File: src/rtl/counter_arb_pkg.sv
// Shared FSM state encoding and default sizing for the counter_arb slice.
package counter_arb_pkg;

  typedef enum logic {
    IDLE = 1'b0,
    ACK  = 1'b1
  } state_e;

  localparam int DEFAULT_NREQ  = 4;
  localparam int DEFAULT_WIDTH = 4;

endpackage

File: src/rtl/counter_arb_core.sv
// counter_core: shared count register with synchronous clear and single-step increment.
// Defining COUNTER_ARB_SAT_EN makes the count saturate at its maximum instead of wrapping.
module counter_core
  import counter_arb_pkg::*;
#(
  parameter int WIDTH = DEFAULT_WIDTH
) (
  input  logic             clock,
  input  logic             reset,
  input  logic             clear,
  input  logic             enable,
  output logic [WIDTH-1:0] count
);

  logic [WIDTH-1:0] count_q;
  logic [WIDTH-1:0] count_d;

  // Clear has priority; the arbiter never enables in a cycle it also clears.
  always_comb begin
    count_d = count_q;
    if (clear) begin
      count_d = '0;
    end else if (enable) begin
`ifdef COUNTER_ARB_SAT_EN
      if (count_q != '1) begin
        count_d = count_q + WIDTH'(1);
      end
`else
      count_d = count_q + WIDTH'(1);
`endif
    end
  end

  always_ff @(posedge clock or posedge reset) begin
    if (reset) begin
      count_q <= '0;
    end else begin
      count_q <= count_d;
    end
  end

  assign count = count_q;

endmodule

File: src/rtl/counter_arb.sv
// counter_arb: round-robin arbiter that grants one shared-counter increment per request.
// Optional build macro COUNTER_ARB_SAT_EN (saturating counter) is handled in counter_core.
module counter_arb
  import counter_arb_pkg::*;
#(
  parameter int NREQ  = DEFAULT_NREQ,
  parameter int WIDTH = DEFAULT_WIDTH
) (
  input  logic             clock,
  input  logic             reset,
  input  logic             clear,
  input  logic [NREQ-1:0]  req,
  output logic [NREQ-1:0]  ack,
  output logic [WIDTH-1:0] value,
  output logic             overflow,
  output logic             busy
);

  localparam int IDXW = (NREQ > 1) ? $clog2(NREQ) : 1;
  typedef logic [IDXW-1:0] idx_t;

  state_e          state_q;
  idx_t            last_q;
  idx_t            sel_q;
  logic [NREQ-1:0] ack_q;
  logic            overflow_q;

  idx_t            selIdx;
  idx_t            candIdx;
  logic            found;
  logic            grant;
  logic [WIDTH-1:0] count;

  // Round-robin search starting one past the last winner; first set bit wins.
  always_comb begin
    selIdx  = last_q;
    candIdx = last_q;
    found   = 1'b0;
    for (int i = 1; i <= NREQ; i++) begin
      candIdx = idx_t'((int'(last_q) + i) % NREQ);
      if (!found && req[candIdx]) begin
        selIdx = candIdx;
        found  = 1'b1;
      end
    end
  end

  assign grant = (state_q == IDLE) && !clear && found;

  counter_core #(.WIDTH(WIDTH)) u_core (
    .clock  (clock),
    .reset  (reset),
    .clear  (clear),
    .enable (grant),
    .count  (count)
  );

  // Overflow is judged on the pre-increment count sampled at the grant edge.
  always_ff @(posedge clock or posedge reset) begin
    if (reset) begin
      state_q    <= IDLE;
      last_q     <= idx_t'(NREQ - 1);
      sel_q      <= '0;
      ack_q      <= '0;
      overflow_q <= 1'b0;
    end else begin
      case (state_q)
        IDLE: begin
          if (grant) begin
            state_q    <= ACK;
            sel_q      <= selIdx;
            ack_q      <= NREQ'(1) << selIdx;
            overflow_q <= (count == '1);
          end
        end
        ACK: begin
          state_q    <= IDLE;
          last_q     <= sel_q;
          ack_q      <= '0;
          overflow_q <= 1'b0;
        end
        default: begin
          state_q    <= IDLE;
          ack_q      <= '0;
          overflow_q <= 1'b0;
        end
      endcase
    end
  end

  assign ack      = ack_q;
  assign overflow = overflow_q;
  assign busy     = (state_q == ACK);
  assign value    = count;

endmodule
File: config.mk
export PLATFORM = sky130hd
export DESIGN_NAME = counter_arb
export DESIGN_NICKNAME = d
export VERILOG_FILES = /design/src/rtl/counter_arb_pkg.sv /design/src/rtl/counter_arb_core.sv /design/src/rtl/counter_arb.sv
export SDC_FILE = /design/constraint.sdc
export NUM_CORES = 1
export LEC_CHECK = 0
export ABC_AREA = 1
export CORE_ASPECT_RATIO = 0.9
export CORE_MARGIN = 2
export CORE_UTILIZATION = 46
export CTS_CLUSTER_DIAMETER = 30
export DETAILED_ROUTE_END_ITERATION = 10
export HOLD_SLACK_MARGIN = 0.12
export PLACE_DENSITY = 0.78
export SLEW_MARGIN = 20
export SYNTH_ARGS = -nofsm -noshare
export SYNTH_HDL_FRONTEND = slang
export SYNTH_SLANG_ARGS = --single-unit
File: constraint.sdc
create_clock -name clock -period 1.65 [get_ports clock]
set_clock_uncertainty 0.2 [all_clocks]
set_input_delay 0.33 -clock clock [delete_from_list [all_inputs] [get_ports clock]]
set_output_delay 0.33 -clock clock [all_outputs]
set_load 0.005 [all_outputs]
# Yosys cells after proc, flatten, opt, wreduce, memory -nomap -nowiden

Index checks and enable logic that the tools add are counted.

Register bits: 14
Output and inout bits: 10

Add/sub/neg operators: 5
Magnitude comparators: 4
Equality and inequality tests: 2
Shift operators: 1
Multiplexer cells: 24
Bitwise operators: 1
Reduce and logical (&&, ||, !) cells: 11

Operator list:

| kind                                                       | count |
|---|---|
| less-than comparator 2 x 3 -> 1 bit, second input constant | 4 |
| 2-to-1 mux 4 bit                                           | 3 |
| 2-to-1 mux 1 bit                                           | 10 |
| binary-select mux 1 bit (select 2 bit)                     | 4 |
| 2-to-1 mux 2 bit                                           | 4 |
| case mux 4 bit (2 select lines)                            | 1 |
| logical AND 1 bit                                          | 5 |
| adder 2 x 1 -> 2 bit, second input constant                | 2 |
| adder 2 bit, second input constant                         | 2 |
| adder 4 x 1 -> 4 bit, second input constant                | 1 |
| equality test 4 bit, second input constant                 | 1 |
| zero test 1 bit                                            | 4 |
| case mux 1 bit (2 select lines)                            | 2 |
| << shifter 1 x 2 -> 4 bit, first input constant            | 1 |
| inequality test 2 bit, second input constant               | 1 |
| AND reduction 2 bit                                        | 1 |
| nonzero test 2 bit                                         | 1 |
| NOT 1 bit                                                  | 1 |

# Logic depth before layout (Yosys ltp)

Gate-level depths: netlist of the first run.

Depth after elaboration: 16
Mapped depth: 13

# Hierarchy

From an unflattened synthesis of the first run, not the netlist that was laid out.

Cells, all modules: 131
Area total of the unflattened synthesis: 900.9 um2

By module, submodules not included:

| module       | times used | cells each | area an instance (um2) | seq. area each (um2) |
|---|---|---|---|---|
| counter_arb  | 1          | 107        | 706.9                  | 252.7 |
| counter_core | 1          | 24         | 193.9                  | 100.1 |

# Worst setup path before layout of the first run

OpenSTA, ideal clock, no wires.

Path kind: register -> register
Start: reg last_q[0]
End: reg u_core.count_q[3] (netlist: u_core.count[3])
Arrival time: 1464 ps
Data required time: 1374 ps
Path slack: -91 ps
Stages on the path, launching flop included: 13
Buffers on the path: 2
Cells stage by stage: dfstp_2 -> buf_6 -> inv_6 -> nand2_2 -> nand2_2 -> nand2_4 -> nand2_4 -> nor2_4 -> nand3_2 -> nand2_4 -> buf_8 -> nand3_2 -> o21ai_1

Longest elaborated chain between the ends: 15
Elaborated cells on any way between the ends: 24

RTL lines:

| what                                    | line                   | text |
|---|---|---|
| start, declared                         | counter_arb.sv:23      | `idx_t last_q;` |
| start signal, assigned                  | counter_arb.sv:62      | `last_q <= idx_t'(NREQ - 1);` |
| start signal, assigned                  | counter_arb.sv:78      | `last_q <= sel_q;` |
| adder 2 x 1 -> 2 bit                    | counter_arb.sv:40      | `candIdx = idx_t'((int'(last_q) + i) % NREQ);` |
| binary-select mux 1 bit (select 2 bit)  | counter_arb.sv:41      | `if (!found && req[candIdx]) begin` |
| 2-to-1 mux 1 bit (implied by the code)  | counter_arb.sv:41      |  |
| 2-to-1 mux 1 bit                        | counter_arb.sv:41      |  |
| zero test 1 bit                         | counter_arb.sv:41      |  |
| logical AND 1 bit                       | counter_arb.sv:41      |  |
| 2-to-1 mux 1 bit                        | counter_arb.sv:41      |  |
| zero test 1 bit                         | counter_arb.sv:41      |  |
| logical AND 1 bit                       | counter_arb.sv:41      |  |
| 2-to-1 mux 1 bit                        | counter_arb.sv:41      |  |
| zero test 1 bit                         | counter_arb.sv:41      |  |
| logical AND 1 bit                       | counter_arb.sv:41      |  |
| 2-to-1 mux 1 bit (*)                    | counter_arb.sv:41      |  |
| logical AND 1 bit (*)                   | counter_arb.sv:48      | `assign grant = (state_q == IDLE) && !clear && found;` |
| nonzero test 2 bit (no source line) (*) | n/a                    |  |
| end signal, assigned                    | counter_arb_core.sv:38 | `count_q <= count_d;` |
| end, declared                           | counter_arb_core.sv:15 | `logic [WIDTH-1:0] count_q;` |

Every way passes the cells marked *; elsewhere a longest branch is shown, timed or not. The select of a mux whose other input is x is not followed.
A chain may end at the register's enable or synchronous reset.

# Final worst setup path of the first run

Start: reg last_q[0]
End: reg u_core.count_q[1] (netlist: u_core.count[1])

The elaborated chain is that of the path after synthesis.

==> results of run 1 <==
power groups by stage:
stage / clock [mW] / combinational (mW) / sequential, mW
after floorplan: 0 / 1.07 / 0.544
after global placement: 0 / 1.51 / 0.600
after detailed placement: 0 / 1.57 / 0.605
after CTS: 0.207 / 1.75 / 0.577
after global routing: 0.219 / 2.01 / 0.596
final: 0.200 / 1.81 / 0.580
Yosys cell counts (all sizes together):
cell type / number / share of area [%]
and3: 1 / 0.65
buf: 3 / 3.9
dfrtp: 12 / 31
dfstp: 2 / 5.5
ha: 1 / 1.3
inv: 11 / 5.1
nand2: 63 / 30
nand3: 22 / 13
nor2: 7 / 3.5
o21ai: 6 / 3.1
o21bai: 1 / 0.79
xor2: 2 / 1.8
final timing paths:
kind,cells past startpoint,to,slack (ns),startpoint
setup / recovery,11,u_core.count[1],-0.28,last_q[0]
hold / removal,3,overflow,0.14,reset
setup reg to reg,11,u_core.count[1],-0.28,last_q[0]
hold reg to reg,2,ack[2],0.31,ack[2]
max in group asynchronous,3,last_q[0],0.88,reset
min in group clock,2,ack[2],0.31,ack[2]
kinds of logic after synthesis:
group | count (synthesis) | synth area share, %
AO/OA/AOI/OAI | 7 | 3.93
XOR/XNOR | 2 | 1.83
adder cells (fa/ha/maj) | 1 | 1.31
buffers and inverters | 14 | 9.03
flip-flops | 14 | 36.9
AND/OR/NAND/NOR | 93 | 47.0
what timing repair did:
action / in CTS / in global routing
endpoints found under the setup margin: 22 / 13
buffers inserted: 10 / 1
pin swaps: 6 / 2
hold endpoints to repair: 0 / 0
gates resized for setup: 17 / 4
hold buffers: 0 / 0
cell type report:
cell class                 instances  area [um2]  share of cell area [%]
clock buffer                       4        26.3                    1.92
inverter                          11        51.3                    3.75
multi-input combinational        103         544                    39.8
sequential                        14         353                    25.8
tap                               25        31.3                    2.29
timing repair buffer              42         363                    26.5
flip-flops by register name, indices dropped and copies added, names as in the netlist:
signal and cells:
overflow 1, sel_q 2, u_core.count 4, busy 1, ack 4, last_q 2
cell usage in the layout (no fill, tap or decap), types with 2 or more instances in the layout:
cell	n
o21ai_0	3
dfrtp_1	12
buf_4	24
o21ai_1	3
nor2_1	4
xor2_1	2
clkdlybuf4s50_1	6
nand3_2	3
nand3_1	19
nor2_2	2
nand2_2	7
nand2_4	7
clkbuf_4	3
inv_1	7
inv_4	2
nand2_1	49
dlygate4sd2_1	9
dfstp_2	2
worst register-to-register path: cells and delay by family (launching register included):
kind	cells	cell delay [ns]
DFF	1	0.65
and+or+nand+nor	9	0.81
buffers and inverters	2	0.21
routing by layer:
layer	up-vias	wire (um)	track usage, %
li1	506	-	-
met1	444	1010	29.2
met2	43	1160	40.0
met3	8	158	6.05
met4	0	53	5.79
met5	-	0	0
==> results.json, run 1 <==
{
  "grt_first_pass_wirelength_um": 4170,
  "globalRouteOverflowTotal": 0,
  "whs_ns": 0.137,
  "synth_fp_nets": 139,
  "final_area_mm2": 0.00137,
  "finalSetupViolCount": 12,
  "grt_max_degree": 15,
  "critPathTopFamily": "simple AND/OR/NAND/NOR gates",
  "finish.utilization_pct": 70.8,
  "htree_num_levels": 1,
  "setup.worst_path.end_class": "flop",
  "worstMarginPinSlew_ns": 0.203,
  "power.leakage_nw": 0.797,
  "synthCells": 131,
  "grt_pass1_vias": 956,
  "cts_max_path_buffers": 2,
  "fin_tns_setup_ns": -2.91,
  "routed_wirelength_um": 2380,
  "die_area_mm2": 0.00246,
  "cp_max_fo": 8,
  "drive_above_1_share_pct": 31.6,
  "seq_area_frac_synth_pct": 36.9,
  "numCtsBuffers": 3,
  "via_count": 1001,
  "post-route-period-util_pct": 117,
  "io_buffers": 16,
  "ant_nets": 0,
  "path_class": "reg2reg",
  "setup_ws_ns": -0.278,
  "die_w_um": 52.1,
  "syn-cell-area_um2": 956,
  "maxCapViolCount": 0,
  "ios": 17,
  "synth_seq_cells": 14,
  "worstSkewPairLatency_ns": 0.27,
  "areaGrowthSynthToFinish_pct": 43.2,
  "start_util_pct": 49.4,
  "dpl.hpwl_um": 1720,
  "drt_iter0_drc": 37,
  "relSlewSlack_pct": 86.4,
  "ys_warn_count": 0,
  "crit_required_ns": 1.67,
  "tritoncts_num_sinks": 14,
  "die_h_um": 47.2,
  "cts_tree": "done",
  "ys_types": 21,
  "postPlaceCellArea_mm2": 0.00123,
  "grtUsageTotal_pct": 23.1,
  "post-route-min-period_ns": 1.93,
  "power_mw": 2.59,
  "gp_congestion": 0.842,
  "outcome": "finished with violations",
  "final_hold_viol_count": 0,
  "placed_cells": 184,
  "pwr-share-seq_pct": 22.4,
  "p_sw_mw": 1.21,
  "clk_pin_slew_ns": 0.08,
  "clockRootBuffer": "clkbuf_4",
  "intPower_mw": 1.38,
  "cp_slowest_cell": "dfstp_2",
  "final_nets": 183,
  "viasPerCell": 5.03,
  "arrival_ns": 1.95,
  "stdcell_count": 199,
  "num_rows": 15,
  "dr.pass1.iters": 4,
  "crit_chain": "inv_6, nand2_2, nand2_4, nand2_4, nand2_4, nor2_4, nand3_2, nand2_4, buf_12, nand3_1, nand2_1",
  "drc": 0,
  "drv_slew": 0,
  "worst-path-buf-inv": 2,
  "ir_drop_v": 0.00114,
  "syn_avg_cell_area_um2": 7.30,
  "fmax_mhz": 519,
  "core_mm2": 0.00193,
  "min_path_type": "in2async",
  "power_density_mw_per_mm2": 1900,
  "combPwrFrac_pct": 69.9,
  "clockPowerShare_pct": 7.7,
  "cpPeakStageDelay_ns": 0.65,
  "diodes": 0,
  "antenna_found_initial": 0,
  "avgRoutedWirePerCell_um": 12.0,
  "rsz0062_at_grt": "yes",
  "violations": "negative setup slack",
  "worst_setup_path_start_kind": "flop",
  "preCtsSetupSlack_ns": -0.382,
  "cpMostUsedCell": "nand2_4",
  "swShare_pct": 46.7,
  "fillerInstances": 145
}
No activity file was read; power rests on OpenSTA's default activity.
==> run 2, diff against run 1 <==
--- a/config.mk
+++ b/config.mk
@@ -6,6 +6,7 @@
 export NUM_CORES = 1
 export LEC_CHECK = 0
 export ABC_AREA = 1
+export CAP_MARGIN = 10
 export CORE_ASPECT_RATIO = 0.9
 export CORE_MARGIN = 2
 export CORE_UTILIZATION = 46
==> results of run 2 <==
The final DEF is identical to that of run 1; final timing and power are the same.
